===== src/rtl/tkx_ctrl_pkg.sv =====
// rtl/tkx_ctrl_pkg.sv - shared types and constants for the tweakey chain controller
package tkx_ctrl_pkg;

  typedef enum logic [1:0] {IDLE, KEYED, FWD, REV} state_e;

  localparam int SKINNY_ROUNDS = 56;
  localparam int KEY_BEATS     = 4;

  // dir=1: counting up, last round is rounds-1; dir=0: counting down, last round is 0
  function automatic logic round_last(input int round, input logic dir,
                                      input int rounds = SKINNY_ROUNDS);
    return dir ? (round == rounds - 1) : (round == 0);
  endfunction

endpackage


===== src/rtl/tkx_round_cnt.sv =====
// rtl/tkx_round_cnt.sv - loadable up/down round counter with direction-aware terminal flag
module tkx_round_cnt import tkx_ctrl_pkg::*; #(
  parameter int RW     = 6,
  parameter int ROUNDS = SKINNY_ROUNDS
) (
  input  logic          clk,
  input  logic          rst,
  input  logic          load,
  input  logic [RW-1:0] load_val,
  input  logic          up,
  input  logic          en,
  output logic [RW-1:0] count,
  output logic          term
);

  logic [RW-1:0] count_q, count_d;

  always_comb begin
    count_d = count_q;
    if (load) begin
      count_d = load_val;
    end else if (en) begin
      count_d = up ? count_q + RW'(1) : count_q - RW'(1);
    end
  end

  always_ff @(posedge clk or negedge rst) begin
    if (!rst) begin
      count_q <= '0;
    end else begin
      count_q <= count_d;
    end
  end

  assign count = count_q;
  assign term  = round_last(int'(count_q), up, ROUNDS);

endmodule


===== src/rtl/tkx_ctrl_32b.sv =====
// rtl/tkx_ctrl_32b.sv - load/forward/revert sequencer for the 32-bit-sliced 128-bit tweakey chain
module tkx_ctrl_32b import tkx_ctrl_pkg::*; #(
  parameter int ROUNDS = SKINNY_ROUNDS,
  parameter int BEATS  = KEY_BEATS,
  parameter int RW     = 6
) (
  input  logic          clk,
  input  logic          rst,
  input  logic          clear,
  input  logic          load_valid,
  output logic          load_ready,
  input  logic          start,
  input  logic          auto_revert,
  input  logic          rev_only,
  output logic          tk_en,
  output logic          tk_se,
  output logic          tk_enc,
  output logic [RW-1:0] round,
  output logic          busy,
  output logic          done,
  output logic          key_valid
);

  localparam int BW = (BEATS > 1) ? $clog2(BEATS) : 1;

  state_e          state_q, state_d;
  logic [BW-1:0]   beat_q, beat_d;
  logic            auto_q, auto_d;
  logic            done_q, done_d;
  logic            cnt_load, cnt_up, cnt_en, cnt_term;
  logic [RW-1:0]   cnt_val;
  logic            accept;

  assign accept = (state_q == IDLE) && load_valid && !clear;

  always_comb begin
    state_d  = state_q;
    beat_d   = beat_q;
    auto_d   = auto_q;
    done_d   = 1'b0;
    cnt_load = 1'b0;
    cnt_val  = '0;
    if (clear) begin
      state_d  = IDLE;
      beat_d   = '0;
      cnt_load = 1'b1;
    end else begin
      unique case (state_q)
        IDLE: begin
          if (load_valid) begin
            if (beat_q == BW'(BEATS - 1)) begin
              state_d = KEYED;
              beat_d  = '0;
            end else begin
              beat_d = beat_q + BW'(1);
            end
          end
        end
        KEYED: begin
          if (start) begin
            auto_d   = auto_revert;
            cnt_load = 1'b1;
            if (rev_only) begin
              state_d = REV;
              cnt_val = RW'(ROUNDS - 1);
            end else begin
              state_d = FWD;
            end
          end
        end
        FWD: begin
          // Handing over to REV keeps round at ROUNDS-1, the first revert round
          if (cnt_term) begin
            if (auto_q) begin
              state_d = REV;
            end else begin
              state_d = KEYED;
              done_d  = 1'b1;
            end
          end
        end
        REV: begin
          if (cnt_term) begin
            state_d = KEYED;
            done_d  = 1'b1;
          end
        end
        default: state_d = IDLE;
      endcase
    end
  end

  always_ff @(posedge clk or negedge rst) begin
    if (!rst) begin
      state_q <= IDLE;
      beat_q  <= '0;
      auto_q  <= 1'b0;
      done_q  <= 1'b0;
    end else begin
      state_q <= state_d;
      beat_q  <= beat_d;
      auto_q  <= auto_d;
      done_q  <= done_d;
    end
  end

  assign busy   = (state_q == FWD) || (state_q == REV);
  assign cnt_up = (state_q == FWD);
  assign cnt_en = busy && !cnt_term && !clear;

  tkx_round_cnt #(
    .RW     (RW),
    .ROUNDS (ROUNDS)
  ) u_round_cnt (
    .clk      (clk),
    .rst      (rst),
    .load     (cnt_load),
    .load_val (cnt_val),
    .up       (cnt_up),
    .en       (cnt_en),
    .count    (round),
    .term     (cnt_term)
  );

  assign load_ready = (state_q == IDLE);
  assign key_valid  = (state_q == KEYED);
  assign tk_se      = accept;
  assign tk_en      = accept || (busy && !clear);
  assign tk_enc     = (state_q == FWD);
  assign done       = done_q;

endmodule

===== config.mk =====
export PLATFORM = sky130hd
export DESIGN_NAME = tkx_ctrl_32b
export DESIGN_NICKNAME = d
export VERILOG_FILES = /design/src/rtl/tkx_ctrl_pkg.sv /design/src/rtl/tkx_round_cnt.sv /design/src/rtl/tkx_ctrl_32b.sv
export SDC_FILE = /design/constraint.sdc
export NUM_CORES = 1
export LEC_CHECK = 0
export ABC_CLOCK_PERIOD_IN_PS = 4350
export BUFFER_PORTS_ARGS = -buffer_cell sky130_fd_sc_hd__buf_2
export CAP_MARGIN = 20
export CORE_MARGIN = 3
export CORE_UTILIZATION = 40
export CTS_CLUSTER_SIZE = 12
export DETAILED_ROUTE_END_ITERATION = 8
export SYNTH_ARGS = -nofsm -noshare
export SYNTH_HDL_FRONTEND = slang
export SYNTH_SLANG_ARGS = --single-unit

===== constraint.sdc =====
create_clock -name clk -period 4.35 [get_ports clk]
set_clock_uncertainty 0.1 [all_clocks]
set_input_delay 0.2175 -clock clk [delete_from_list [all_inputs] [get_ports clk]]
set_output_delay 0.2175 -clock clk [all_outputs]
set_load 0.1 [all_outputs]

; Word-level counts from Yosys, hierarchy flattened
; Index checks and enable logic that the tools add are counted.
[totals]
regBits = 12
in_bits = 7
word_cells = 65
[classes]
add_sub_neg = 3
eq_ne = 10
n_mux = 29
bitwise = 1
n_reduce_logical = 17
[op_table]
columns = op, count
row1 = 2-to-1 mux 6 bit, 7
row2 = 2-to-1 mux 2 bit, 11
row3 = inequality test 3 bit (second input constant), 4
row4 = 2-to-1 mux 1 bit, 9
row5 = one-hot mux 2 bit (4 select lines), 1
row6 = adder 6 x 1 -> 6 bit (second input constant), 1
row7 = equality test 2 bit (second input constant), 3
row8 = equality test 6 x 5 -> 1 bit (second input constant), 1
row9 = logical NOT 6 bit, 1
row10 = nonzero test 2 bit, 3
row11 = subtractor 6 x 1 -> 6 bit (second input constant), 1
row12 = logical AND 1 bit, 5
row13 = AND reduction 5 bit, 1
row14 = inequality test 3 x 2 -> 1 bit (second input constant), 1
row15 = AND reduction 3 bit, 1
row16 = adder 2 x 1 -> 2 bit (second input constant), 1
row17 = equality test 2 x 1 -> 1 bit (second input constant), 1
row18 = logical NOT 1 bit, 2
row19 = logical NOT 2 bit, 1
row20 = logical OR 1 bit, 2
row21 = one-hot mux 1 bit (2 select lines), 1
row22 = AND reduction 2 bit, 1
row23 = inverter 1 bit, 1

; Depth between registers and ports, before layout
[logic_depth]
depth_word = 7
ltp_mapped = 11
mapped_depth_nobuf = 10

; By module
; A second synthesis with hierarchy kept.
[unflattened]
hier_cells = 105
area_unflattened_um2 = 969.7
[by_module_without_submodules]
columns = module, n_inst, cells_per_inst, area_per_inst_um2, seq_area_each_um2
row1 = tkx_round_cnt, 1, 56, 500.5, 150.1
row2 = tkx_ctrl_32b, 1, 49, 469.2, 150.1

; Worst setup path after synthesis
; No wires, ideal clock.
[synth_path]
kind = reg-to-output
from = reg state_q[0]
to = out tk_en
arrival_ns = 3.138
path_slack_ns = 0.894
path_stages_with_launch = 5
path_buffers = 0
cell_sequence = dfrtp_1 > inv_1 > ha_1 > nand2_1 > a21oi_1
[synth_between]
elab_chain_cells = 4
word_cells_on_any_way = 8
[synth_lines]
columns = item, line
row1 = start: declaration, tkx_ctrl_32b.sv:26  ; state_e state_q, state_d;
row2 = start signal: assignment, tkx_ctrl_32b.sv:100  ; state_q <= state_d;
row3 = logical NOT 2 bit, --
row4 = via load_ready, tkx_ctrl_32b.sv:11  ; output logic load_ready,
row5 = logical AND 1 bit (2 in a row), tkx_ctrl_32b.sv:34  ; assign accept = (state_q == IDLE) && load_valid && !clear;
row6 = logical OR 1 bit, tkx_ctrl_32b.sv:128  ; assign tk_en = accept || (busy && !clear);
row7 = end: declaration, tkx_ctrl_32b.sv:15  ; output logic tk_en,
; The timed path passes the listed nets, and every way through them passes these cells.

; Worst setup path after layout
[layout_path]
from = reg state_q[0]
to = reg u_round_cnt.count_q[5] (netlist: u_round_cnt.count[5])
[layout_between]
elab_chain_cells = 6
word_cells_on_any_way = 16
[layout_lines]
columns = item, line
row1 = equality test 2 bit, "tkx_ctrl_32b.sv:107, tkx_ctrl_32b.sv:108"
row2 = 2-to-1 mux 1 bit, tkx_ctrl_pkg.sv:12  ; return dir ? (round == rounds - 1) : (round == 0);
row3 = logical NOT 1 bit, tkx_ctrl_32b.sv:109  ; assign cnt_en = busy && !cnt_term && !clear;
row4 = logical AND 1 bit (2 in a row), tkx_ctrl_32b.sv:109
row5 = nonzero test 2 bit (no line), --
row6 = end signal: assignment, tkx_round_cnt.sv:31  ; count_q <= count_d;
row7 = end: declaration, tkx_round_cnt.sv:16  ; logic [RW-1:0] count_q, count_d;
; Several ways; a longest one is shown, not always the timed one. The select of a mux whose other input is x is not followed.
; A chain may end at the register's enable or synchronous reset.

==> impl_metrics.toml <==
[timing]
setup_slack_ns = 1.52
setup_violations = 0
rsz0062_at_grt = "no"
max_slew_margin_pct = 67.6
max_freq_ghz = 0.354
setup_tns_ns = 0
min_period_ns = 2.83
drv_slew = 0
hold_violations = 0
tightestPinTransition_ns = 0.489
min_period_over_period_pct = 65.0

[clocking]
clk_pin_slew_ns = 0.07
cts-root-buf = "clkbuf_4"
cts_tree = "built"
htreeDepth = 1
insertion_delay_ns = 0.26
cts.sinks = 12
cts-resized-gates = 0
cts_setup_buffers = 0
cts-buffers-inserted = 3
clockBufferDepth = 2

[floorplanning]
die_h_um = 54.3
io-pin-count = 20
die_w_um = 54.3
start_util_pct = 44.8
die_area_mm2 = 0.00295
core-area_mm2 = 0.00208
rows = 16

[grt]
grt_pass1_wl_um = 3620
first_global_vias = 843
grt_usage_pct = 16.8
gr-total-overflow = 0
grt_antenna_before_repair = 0
grt_max_degree = 14

[worst_setup_path]
reg2reg_to = "u_round_cnt.count[5]"
end_kind = "flip-flop"
reg2reg_setup_slack_ns = 1.52
ff2ff_path_depth = 10
rr_startpoint = "state_q[0]"
critPathKind = "reg2reg"
required_ns = 4.45
start_kind = "flip-flop"
path_max_fanout = 10
arrival_ns = 2.93

[placed_design]
numPortBuffers = 19
pre_cts_ws_ns = 1.53
gp_congestion = 0.880
dp_hpwl_um = 1710

[drt]
drc_errors = 0
drt_iter0_drc = 21
drtPass1Iterations = 4
wl_per_cell_um = 13.6
viasPerCell = 5.59
vias = 867
ant_nets = 0
wl_um = 2120

[logic_synthesis]
ys_seq_area_share_pct = 32.2
syn-num-nets = 125
syn_inst = 108
synth_seq_cells = 12
synth_cell_types = 35
syn_area_per_cell_um2 = 8.64
synth_area_um2 = 933
yosysWarnings = 0

[power]
combPwrFrac_pct = 52.6
p_leak_uw = 0.000514
clockPowerShare_pct = 14.5
swShare_pct = 50.1
power_switching_uw = 226
power_density_mw_per_mm2 = 420
power_frac_seq_pct = 32.9
vdd_drop_max_mv = 0.304
p_int_uw = 225

[finish]
seq_area_um2 = 300
area.growth.synth_to_final_pct = 15.1
multiInputGateArea_um2 = 594
num_antenna_cells = 0
final_cell_mix = "buf_2 (19), nand2_1 (13), a21oi_1 (13)"
mostFrequentLayoutCell = "buf_2"
fin_util_pct = 51.6
fillers = 210
drive_gt1_share_pct = 21.1
final_nets = 147

[min_path]
hold_class = "in2reg"
min_path_cells = 2
hp-start = "auto_revert"
whs_endpoint = "auto_q"

[outcome]
outcome = "completed"

[flow_run]
max_cap_violations = 0
==> power by group through the flow <==
stage                     sequential, µW  clock [µW]  combinational, µW
after detailed placement             151           0                238
after CTS                            148        67.9                239
final                                149        65.4                238
after global routing                 152        73.2                256
after global placement               150           0                235
after floorplan                      198           0                148
==> synth_stat cells, drive strengths merged <==
| master | number | area [µm²] |
|---|---|---|
| nand4 | 1 | 6.26 |
| or2 | 1 | 6.26 |
| o21ai | 6 | 30.0 |
| nor4 | 1 | 6.26 |
| a2bb2oi | 1 | 8.76 |
| and4b | 1 | 10.0 |
| clkbuf | 1 | 3.75 |
| a31oi | 2 | 12.5 |
| nand3 | 3 | 15.0 |
| nand2b | 1 | 6.26 |
| o311a | 1 | 10.0 |
| a21oi | 13 | 65.1 |
| mux2i | 1 | 10.0 |
| mux2 | 1 | 11.3 |
| a31o | 1 | 8.76 |
| buf | 2 | 16.3 |
| inv | 5 | 18.8 |
| a311oi | 1 | 8.76 |
| nor2b | 1 | 6.26 |
| and2 | 2 | 12.5 |
| and2b | 1 | 8.76 |
| dfrtp | 12 | 300 |
| ha | 10 | 125 |
| nor3 | 4 | 20.0 |
| nand4b | 2 | 17.5 |
| nor2 | 10 | 37.5 |
| a211o | 1 | 8.76 |
| nand2 | 13 | 48.8 |
| or3 | 1 | 6.26 |
| o22a | 1 | 8.76 |
| a221oi | 1 | 26.3 |
| xnor2 | 3 | 26.3 |
| o2bb2ai | 1 | 8.76 |
| xor2 | 2 | 17.5 |
==> registers in the layout, summed over array words and instances, names as in the netlist <==
name / cells
beat_q: 2
done: 1
u_round_cnt.count: 6
auto_q: 1
state_q: 2
==> area by class of cell <==
class,count,area share (%)
Clock buffer,3,2.10
Inverter,5,1.75
Multi-Input combinational cell,88,55.3
Sequential cell,12,27.9
Tap cell,27,3.14
Timing Repair Buffer,20,9.78
==> per-layer routing <==
layer	vias up	share of wire, %	global-route usage, %
met5	-	0	0
met4	0	0	2.49
met3	0	4.7	4.90
met2	19	50	30.3
met1	418	45	19.8
li1	430	-	-
==> through the flow <==
step | instance area [µm²] | hold WS (ns) | std cells | power, µW
4_1_cts | 1070 | 0.0802 | 155 | 455
5_1_grt | 1070 | 0.0773 | 155 | 481
3_5_place_dp | 1040 | 0.0136 | 151 | 388
3_3_place_gp | 1040 | 0.0106 | 151 | 386
6_report | 1070 | 0.0876 | 155 | 452
2_1_floorplan | 933 | -0.178 | 108 | 346
==> critical path, stage by stage (launching register included) <==
cell and delay, ns:
dfrtp_1 0.42, inv_1 0.12, ha_1 0.41, inv_1 0.18, ha_1 0.32, and2_1 0.19
a221oi_4 0.29, nor2_1 0.08, a311oi_1 0.26, mux2i_1 0.22, o311a_1 0.17
==> worst max-delay path by stage <==
stage / end / slack, ns / cells past startpoint / from
6_report: u_round_cnt.count[5] / 1.52 / 10 / state_q[0]
3_3_place_gp: u_round_cnt.count[5] / 1.63 / 10 / state_q[0]
3_5_place_dp: u_round_cnt.count[5] / 1.53 / 10 / state_q[0]
2_1_floorplan: tk_en / 0.89 / 4 / state_q[0]
5_1_grt: u_round_cnt.count[5] / 1.27 / 10 / state_q[0]
4_1_cts: u_round_cnt.count[5] / 1.51 / 10 / state_q[0]
==> cells by family (layout without fill, tap and decap cells) <==
group,count (synthesis),in the layout,share of synthesized area [%]
muxes,2,2,2.28
DFF,12,12,32.2
AOI/OAI and AO/OA,29,29,21.0
adders and majority gates,10,10,13.4
buffers and inverters,8,28,4.15
xor gates and xnor gates,5,5,4.69
and+or+nand+nor,42,42,22.3
==> timing repair <==
item	CTS	global route
endpoints found under the hold margin	12	0
endpoints found under the setup margin	0	0
hold buffers	1	0
(Power assumes the default switching activity.)
